==> config.mk <==
export PLATFORM = sky130hd
export DESIGN_NAME = sce_ramarb
export DESIGN_NICKNAME = d
export VERILOG_FILES = /design/src/rtl/sce_ramarb.sv
export SDC_FILE = /design/constraint.sdc
export NUM_CORES = 1
export LEC_CHECK = 0
export ABC_AREA = 1
export BUFFER_PORTS_ARGS = -buffer_cell sky130_fd_sc_hd__buf_2
export CAP_MARGIN = 25
export CORE_AREA = 2 2 110 112
export DETAILED_ROUTE_END_ITERATION = 16
export DIE_AREA = 0 0 112 114
export GPL_TIMING_DRIVEN = 0
export MAX_ROUTING_LAYER = met4
export PLACE_DENSITY = 0.71
export SLEW_MARGIN = 0
export SYNTH_ARGS = -nofsm -noshare
export SYNTH_HDL_FRONTEND = slang
export SYNTH_SLANG_ARGS = --single-unit
==> constraint.sdc <==
create_clock -name clk -period 3 [get_ports clk]
set_input_delay 0.6 -clock clk [delete_from_list [all_inputs] [get_ports clk]]
set_output_delay 0.6 -clock clk [all_outputs]
set_load 0.02 [all_outputs]
==> src/rtl/sce_ramarb.sv <==
// Round-robin arbiter for one single-port SCE working RAM; zero-cycle grant, reads return after RDLAT cycles.
// Losers stall with req held; a locked owner or secmode (sequencer only) blocks the others.
module sce_ramarb #(
   parameter int NREQ  = 3,
   parameter int AW    = 12,
   parameter int DW    = 36,
   parameter int RDLAT = 1
) (
   input  logic               clk,
   input  logic               reset,
   input  logic               secmode,
   input  logic [NREQ-1:0]    req,
   input  logic [NREQ-1:0]    lock,
   input  logic [NREQ-1:0]    we,
   input  logic [NREQ*AW-1:0] addr,
   input  logic [NREQ*DW-1:0] wdata,
   output logic [NREQ-1:0]    gnt,
   output logic [NREQ-1:0]    rvalid,
   output logic [DW-1:0]      rdata,
   output logic               ram_cs,
   output logic               ram_we,
   output logic [AW-1:0]      ram_addr,
   output logic [DW-1:0]      ram_wdata,
   input  logic [DW-1:0]      ram_rdata,
   output logic               owner_lock
);

   localparam int PW = (NREQ > 1) ? $clog2(NREQ) : 1;

   typedef enum logic {ARB, LOCK} state_t;

   state_t          state, state_nxt;
   logic [PW-1:0]   ptr, ptr_nxt;
   logic [PW-1:0]   owner, owner_nxt;
   logic [NREQ-1:0] elig;
   logic [NREQ-1:0] gnt_c;
   logic            found;
   logic [NREQ-1:0] rd_pipe [RDLAT];

   always_ff @(posedge clk) begin
      if (reset) begin
         state <= ARB;
         ptr   <= '0;
         owner <= '0;
      end else begin
         state <= state_nxt;
         ptr   <= ptr_nxt;
         owner <= owner_nxt;
      end
   end

   always_comb begin
      elig      = req;
      gnt_c     = '0;
      state_nxt = state;
      ptr_nxt   = ptr;
      owner_nxt = owner;
      found     = 1'b0;
      if (secmode) elig = req & {{(NREQ-1){1'b0}}, 1'b1};
      case (state)
         ARB: begin
            for (int k = 0; k < NREQ; k++) begin
               int idx;
               idx = int'(ptr) + k;
               if (idx >= NREQ) idx = idx - NREQ;
               if (!found && elig[idx]) begin
                  found      = 1'b1;
                  gnt_c[idx] = 1'b1;
                  ptr_nxt    = (idx == NREQ - 1) ? '0 : PW'(idx + 1);
                  if (lock[idx]) begin
                     state_nxt = LOCK;
                     owner_nxt = PW'(idx);
                  end
               end
            end
         end
         LOCK: begin
            // A non-sequencer owner loses the RAM the moment secmode appears.
            if (secmode && owner != '0) begin
               state_nxt = ARB;
            end else begin
               gnt_c[owner] = elig[owner];
               if (!lock[owner] || !req[owner]) state_nxt = ARB;
            end
         end
         default: state_nxt = ARB;
      endcase
      if (reset) gnt_c = '0;
   end

   always_comb begin
      ram_we    = 1'b0;
      ram_addr  = '0;
      ram_wdata = '0;
      for (int i = 0; i < NREQ; i++) begin
         if (gnt_c[i]) begin
            ram_we    = we[i];
            ram_addr  = addr[i*AW +: AW];
            ram_wdata = wdata[i*DW +: DW];
         end
      end
   end

   always_ff @(posedge clk) begin
      if (reset) begin
         for (int s = 0; s < RDLAT; s++) rd_pipe[s] <= '0;
      end else begin
         rd_pipe[0] <= gnt_c & ~we;
         for (int s = 1; s < RDLAT; s++) rd_pipe[s] <= rd_pipe[s-1];
      end
   end

   assign gnt        = gnt_c;
   assign ram_cs     = |gnt_c;
   assign rvalid     = rd_pipe[RDLAT-1];
   assign rdata      = ram_rdata;
   assign owner_lock = (state == LOCK);

endmodule

==> results of run 1 <==
-- what timing repair did --
action,in CTS,in global routing
gates resized for setup,91,167
pin swaps,10,42
setup endpoints to repair,52,51
cloned,3,6
buffers inserted,13,6
-- sequential cells by signal, summed over array words and instances, names as in the netlist --
signal,count
owner_lock,1
owner,2
ptr,2
rd_pipe,3
-- cell usage in the layout, fill, tap and decap left out, types with 2 or more instances in the layout --
master       n
buf_2      212
nand2_1    195
inv_1      129
buf_4       64
nand3_1     49
nand2_2     43
buf_6       42
inv_2       38
o21ai_1     34
o21ai_0     20
nand3_2     13
buf_8       12
a21oi_1     11
nor2_1      10
clkbuf_16    8
nand2_4      6
dfxtp_1      6
o21ai_2      5
nor2_2       3
nor2_4       3
buf_12       3
nand3_4      3
inv_4        2
a21oi_4      2
clkbuf_2     2
clkinv_1     2
o22ai_1      2
ha_4         2
buf_16       2
-- routing by layer --
| layer | up-vias | part of all wire | GRT usage | wire length, um |
|---|---|---|---|---|
| met2 | 200 | 0.52 | 0.333 | 6990 |
| met1 | 2110 | 0.41 | 0.228 | 5590 |
| met5 | - | 0 | - | 0 |
| met4 | 0 | 0.014 | 0.0317 | 189 |
| met3 | 16 | 0.058 | 0.0138 | 788 |
| li1 | 2462 | - | - | - |
-- worst reg2reg max path, cell delays in order, from the launching register on --
cell and delay [ns]:
dfxtp_2 0.32, inv_2 0.05, ha_4 0.31, inv_4 0.06, nand3_1 0.13, nand2_4 0.09
nor2_4 0.21, buf_4 0.14, buf_4 0.09, buf_4 0.09, nand4_1 0.14, o21ai_0 0.20
inv_1 0.06, a21oi_1 0.13
-- cell families after synthesis --
logic type,after synthesis,synth area share
DFF,8,0.0519
AOI/OAI and AO/OA,78,0.135
buffers and inverters,242,0.358
adders and majority gates,4,0.0162
and+or+nand+nor,328,0.439
-- worst paths after layout --
path / from / end / slack (ns) / cells past startpoint
setup / recovery: ptr[0] / ram_wdata[26] / -0.02 / 14
hold / removal: we[2] / rd_pipe[0][2] / 0.54 / 2
setup reg to reg: ptr[0] / owner[0] / 0.90 / 13
hold reg to reg: owner[1] / owner[1] / 0.59 / 2
-- per-stage QoR --
stage | setup WS (ns) | std cells | util | instance area [sq um]
final | -0.0199 | 1083 | 0.486 | 5690
after global routing | -0.159 | 1083 | 0.486 | 5690
after CTS | -0.00361 | 1072 | 0.434 | 5080
after detailed placement | -0.182 | 1055 | 0.385 | 4510
after global placement | -0.181 | 1055 | 0.385 | 4510
after floorplan | 0.304 | 660 | - | 3090
-- layout make-up --
class                      instances  area [sq um]
fill                            1234          6020
multi-input combinational        411          2160
timing repair buffer             275          1820
inverter                         172           667
buffer                            67           626
tap                              147           184
sequential                         8           165
clock buffer                       3          75.1
-- power by group --
group | internal, uW | switching, uW | total, uW
sequential | 145 | 32.0 | 177
combinational | 2570 | 3210 | 5780
clock | 172 | 53.4 | 225
total | 2890 | 3300 | 6180
==> results.json, run 1 <==
{
  "final-setup-viol-count": 4,
  "worst_pin_slew_ns": 0.532,
  "fp.dieW_um": 112,
  "core_sq_mm": 0.0117,
  "total_power_uw": 6180,
  "postRouteAntennaNets": 0,
  "finClkSkew_ns": 0.00448,
  "cts_tree": "done",
  "relSlewSlack": 0.645,
  "holdBufCountCts": 0,
  "cp-start-kind": "register",
  "vias_per_cell": 4.42,
  "synth_area_leader_cell": "nand2_1",
  "vias": 4788,
  "avgSynthCellArea_sq_um": 4.68,
  "fin_ws_ns": -0.0199,
  "gp_congestion": 0.884,
  "period_minus_slack_ns": 3.02,
  "cts.clk_slew.worst_paths_ns": 0.03,
  "fmax_mhz": 331,
  "synth-seq-cells": 8,
  "nets": 1134,
  "cp.buffers_inverters": 4,
  "hpwl_mm": 9.83,
  "synth_nets": 856,
  "drt-wirelength-per-cell_um": 12.5,
  "crit_path_cell_trace": "inv_2 -> ha_4 -> inv_4 -> nand3_1 -> nand2_4 -> nor2_4 -> nand3_4 -> nand3_4 -> nand2_4 -> buf_6 -> o21ai_0 -> nand2_2 -> nand2_2 -> buf_6",
  "violations": "negative setup slack",
  "end_kind": "output pin",
  "slew_violations": 0,
  "die_y_um": 114,
  "hp-class": "input pin to register",
  "drive_gt1_frac": 0.504,
  "max_cap_viol_count": 0,
  "max_stage_delay_ns": 0.32,
  "drt_iter0_drc": 201,
  "start_util": 0.264,
  "synth_top_area_share": 0.289,
  "grt_max_degree": 11,
  "cellPowerDensity_mw_per_mm2": 1090,
  "yosysMostFrequentCell": "nand2_1",
  "clk_latency_ns": 0.23,
  "dieArea_sq_mm": 0.0128,
  "cts.path.max_buffers": 2,
  "run_status": "finished, violations left",
  "peakVddDrop_mv": 0.636,
  "period_share": 1.01,
  "netlist_instances": 660,
  "synth_edf_count": 0,
  "rows": 40,
  "cp.arrival_ns": 2.42,
  "yosys-top-cells-count": "nand2_1 (238), inv_1 (133), nand3_1 (63), buf_4 (37), o21ai_0 (37)",
  "critPathSlowestCell": "dfxtp_2",
  "port_buffers": 248,
  "antenna_found_initial": 0,
  "final.setup.tns_ns": -0.0453,
  "leakage_uw": 0.00365,
  "synth_ff_type": "dfxtp_1",
  "drcViolationCount": 0,
  "hold_viol_final": 0,
  "grt_pass1_vias": 4008,
  "rsz0062_at_grt": "yes",
  "antennaDiodeCount": 0,
  "grt.total_usage": 0.183,
  "root_buffer": "clkbuf_16",
  "holdWs_ns": 0.541,
  "ios": 285,
  "worstPathMaxFanout": 5,
  "cts_buffers": 3,
  "synthArstFlopShare": 0,
  "cp.required_ns": 2.40,
  "yosys.cell_types.count": 27,
  "crit_family": "simple AND/OR/NAND/NOR gates",
  "seq_area_frac_synth": 0.0519,
  "synth.area.top_cells": "nand2_1 (29%), inv_1 (16%), nand3_1 (10%)",
  "htreeDepth": 1,
  "syn2layout_area_growth_pct": 84.4,
  "netlist_area_sq_mm": 0.00309,
  "wl_mm": 13.6,
  "grt_pass1_wl_mm": 18.9,
  "gr-total-overflow": 0,
  "crit_type": "register to output pin",
  "dr.pass1.iters": 4,
  "yosys_warnings": 0,
  "clock_sinks": 8
}
(Power assumes the default switching activity.)
==> run 2, diff against run 1 <==
==> constraint.sdc (replaced) <==
create_clock -name clk -period 3 [get_ports clk]
set_input_delay 0.6 -clock clk [delete_from_list [all_inputs] [get_ports clk]]
set_output_delay 0.6 -clock clk [all_outputs]
set_load 0.1 [all_outputs]
==> run 2 against run 1 <==
- the flow still finishes with violations (negative setup slack)
- first-iteration DRC count is 19% higher
- die area stayed put
- count of clock-buffer cells in the layout stayed put
- core utilization is 6.7 points higher
- largest cell class unchanged
- highest routed layer unchanged
==> results.json, run 2 (synthesis gave the netlist of run 1 again) <==
{
  "startpoint": "ptr[0]",
  "rows": 40,
  "worst_pin_slew_ns": 0.534,
  "end_kind": "output pin",
  "clk_latency_ns": 0.23,
  "max_stage_delay_ns": 0.34,
  "r2r-start": "ptr[0]",
  "nets": 1138,
  "drt-wirelength-per-cell_um": 13.5,
  "drcViolationCount": 0,
  "largest_registers": "rd_pipe x3, owner x2, ptr x2",
  "final_cell_mix": "buf_2 (198), nand2_1 (138), inv_1 (128)",
  "crit_path_cell_trace": "inv_2 -> ha_4 -> nor2_4 -> nor2_1 -> nand2_1 -> nand2_2 -> nor2_4 -> nand2_2 -> nor2_4 -> o21ai_4 -> buf_12 -> clkinv_16 -> buf_12 -> nand2_1 -> nand2_4 -> buf_12",
  "fmax_mhz": 316,
  "cp-start-kind": "register",
  "cts.clk_slew.worst_paths_ns": 0.04,
  "syn2layout_area_growth_pct": 110,
  "run_status": "finished, violations left",
  "cts_tree": "done",
  "layout.cells.non_filler": 1088,
  "cp.arrival_ns": 2.56,
  "dr.pass1.iters": 4,
  "largest_register": "rd_pipe",
  "fin_ws_ns": -0.161,
  "finClkSkew_ns": 0.000419,
  "hold_viol_final": 0,
  "hp-class": "input pin to register",
  "postRouteAntennaNets": 0,
  "dpl.cell_count": 1055,
  "worstPathMaxFanout": 10,
  "vias": 4868,
  "cp.buffers_inverters": 5,
  "max_cap_viol_count": 0,
  "cp.required_ns": 2.40,
  "slew_violations": 0,
  "final-setup-viol-count": 49,
  "wl_mm": 14.7,
  "min_from": "we[0]",
  "cts.path.max_buffers": 2,
  "hpwl_mm": 9.92,
  "layout_commonest_cell": "buf_2",
  "start_util": 0.264,
  "clock_sinks": 8,
  "cts_buffers": 3,
  "critPathSlowestCell": "dfxtp_2",
  "holdBufCountCts": 0,
  "fp.dieW_um": 112,
  "grt.total_usage": 0.208,
  "port_buffers": 248,
  "drive_gt1_frac": 0.565,
  "die_y_um": 114,
  "antenna_found_initial": 1,
  "crit_type": "register to output pin",
  "drt_iter0_drc": 239,
  "grt_max_degree": 11,
  "gr-total-overflow": 0,
  "relSlewSlack": 0.647,
  "rsz0062_at_grt": "yes",
  "root_buffer": "clkbuf_16",
  "largest_reg_flops": 3,
  "dieArea_sq_mm": 0.0128,
  "ios": 285,
  "period_minus_slack_ns": 3.16,
  "vias_per_cell": 4.47,
  "period_share": 1.05,
  "crit_family": "simple AND/OR/NAND/NOR gates",
  "violations": "negative setup slack",
  "grt_pass1_wl_mm": 21.2,
  "gp_congestion": 0.868,
  "htreeDepth": 1,
  "core_sq_mm": 0.0117,
  "grt_pass1_vias": 4392
}
-- run 2: layout make-up --
| type | instances | area [sq um] |
|---|---|---|
| inverter | 172 | 682 |
| multi-input combinational | 411 | 2330 |
| buffer | 67 | 646 |
| sequential | 8 | 164 |
| clock buffer | 3 | 75.1 |
| timing repair buffer | 279 | 2390 |
| fill | 1102 | 5230 |
| tap | 147 | 184 |
| antenna | 1 | 2.50 |
-- run 2: final timing paths --
kind | end | slack (ns) | cells past startpoint
worst min register to register | owner[1] | 0.62 | 2
worst max register to register | ptr[0] | 0.84 | 12
worst min-delay path | rd_pipe[0][0] | 0.54 | 2
worst max-delay path | ram_wdata[15] | -0.16 | 16
-- run 2: stage by stage --
step                setup WS, ns  TNS [ns]  hold slack, ns  cell area (sq um)   util
CTS                      -0.0543     -1.74           0.538               6100  0.521
detailed placement        -0.452    -18.60           0.592               4710  0.402
global placement          -0.442    -18.03           0.584               4710  0.402
floorplan                 -0.171    -0.171           0.516               3290      -
global route              -0.295    -13.36           0.551               6480  0.553
finish                    -0.161     -6.10           0.538               6480  0.553
-- run 2: worst register-to-register path: stages (launching register included) --
cell	delay, ns
dfxtp_2	0.34
inv_2	0.05
ha_4	0.29
nor2_4	0.12
nor2_1	0.04
nand2_1	0.09
nand2_2	0.10
buf_4	0.15
buf_4	0.12
o31ai_1	0.42
a21oi_1	0.13
o21ai_0	0.12
inv_1	0.07
-- run 2: repair_timing --
action                                  in CTS  in global routing
gates resized for setup                    314                 85
endpoints found under the setup margin      53                 53
cloned                                       6                  4
setup buffers                               17                  5
pin swaps                                   18                 29
-- run 2: per-layer routing --
metal  vias up  part of all wire  GRT usage  wire (um)
met5         -                 0          -          0
met4         0             0.022     0.0593        321
met3        24             0.065     0.0356        956
met2       203              0.54      0.394       7880
met1      2169              0.38      0.223       5550
li1       2472                 -          -          -
Power of run 2 is left out: the tool's default activity adds up to more than one toggle a clock period on the data nets, which glitch-free logic cannot reach.
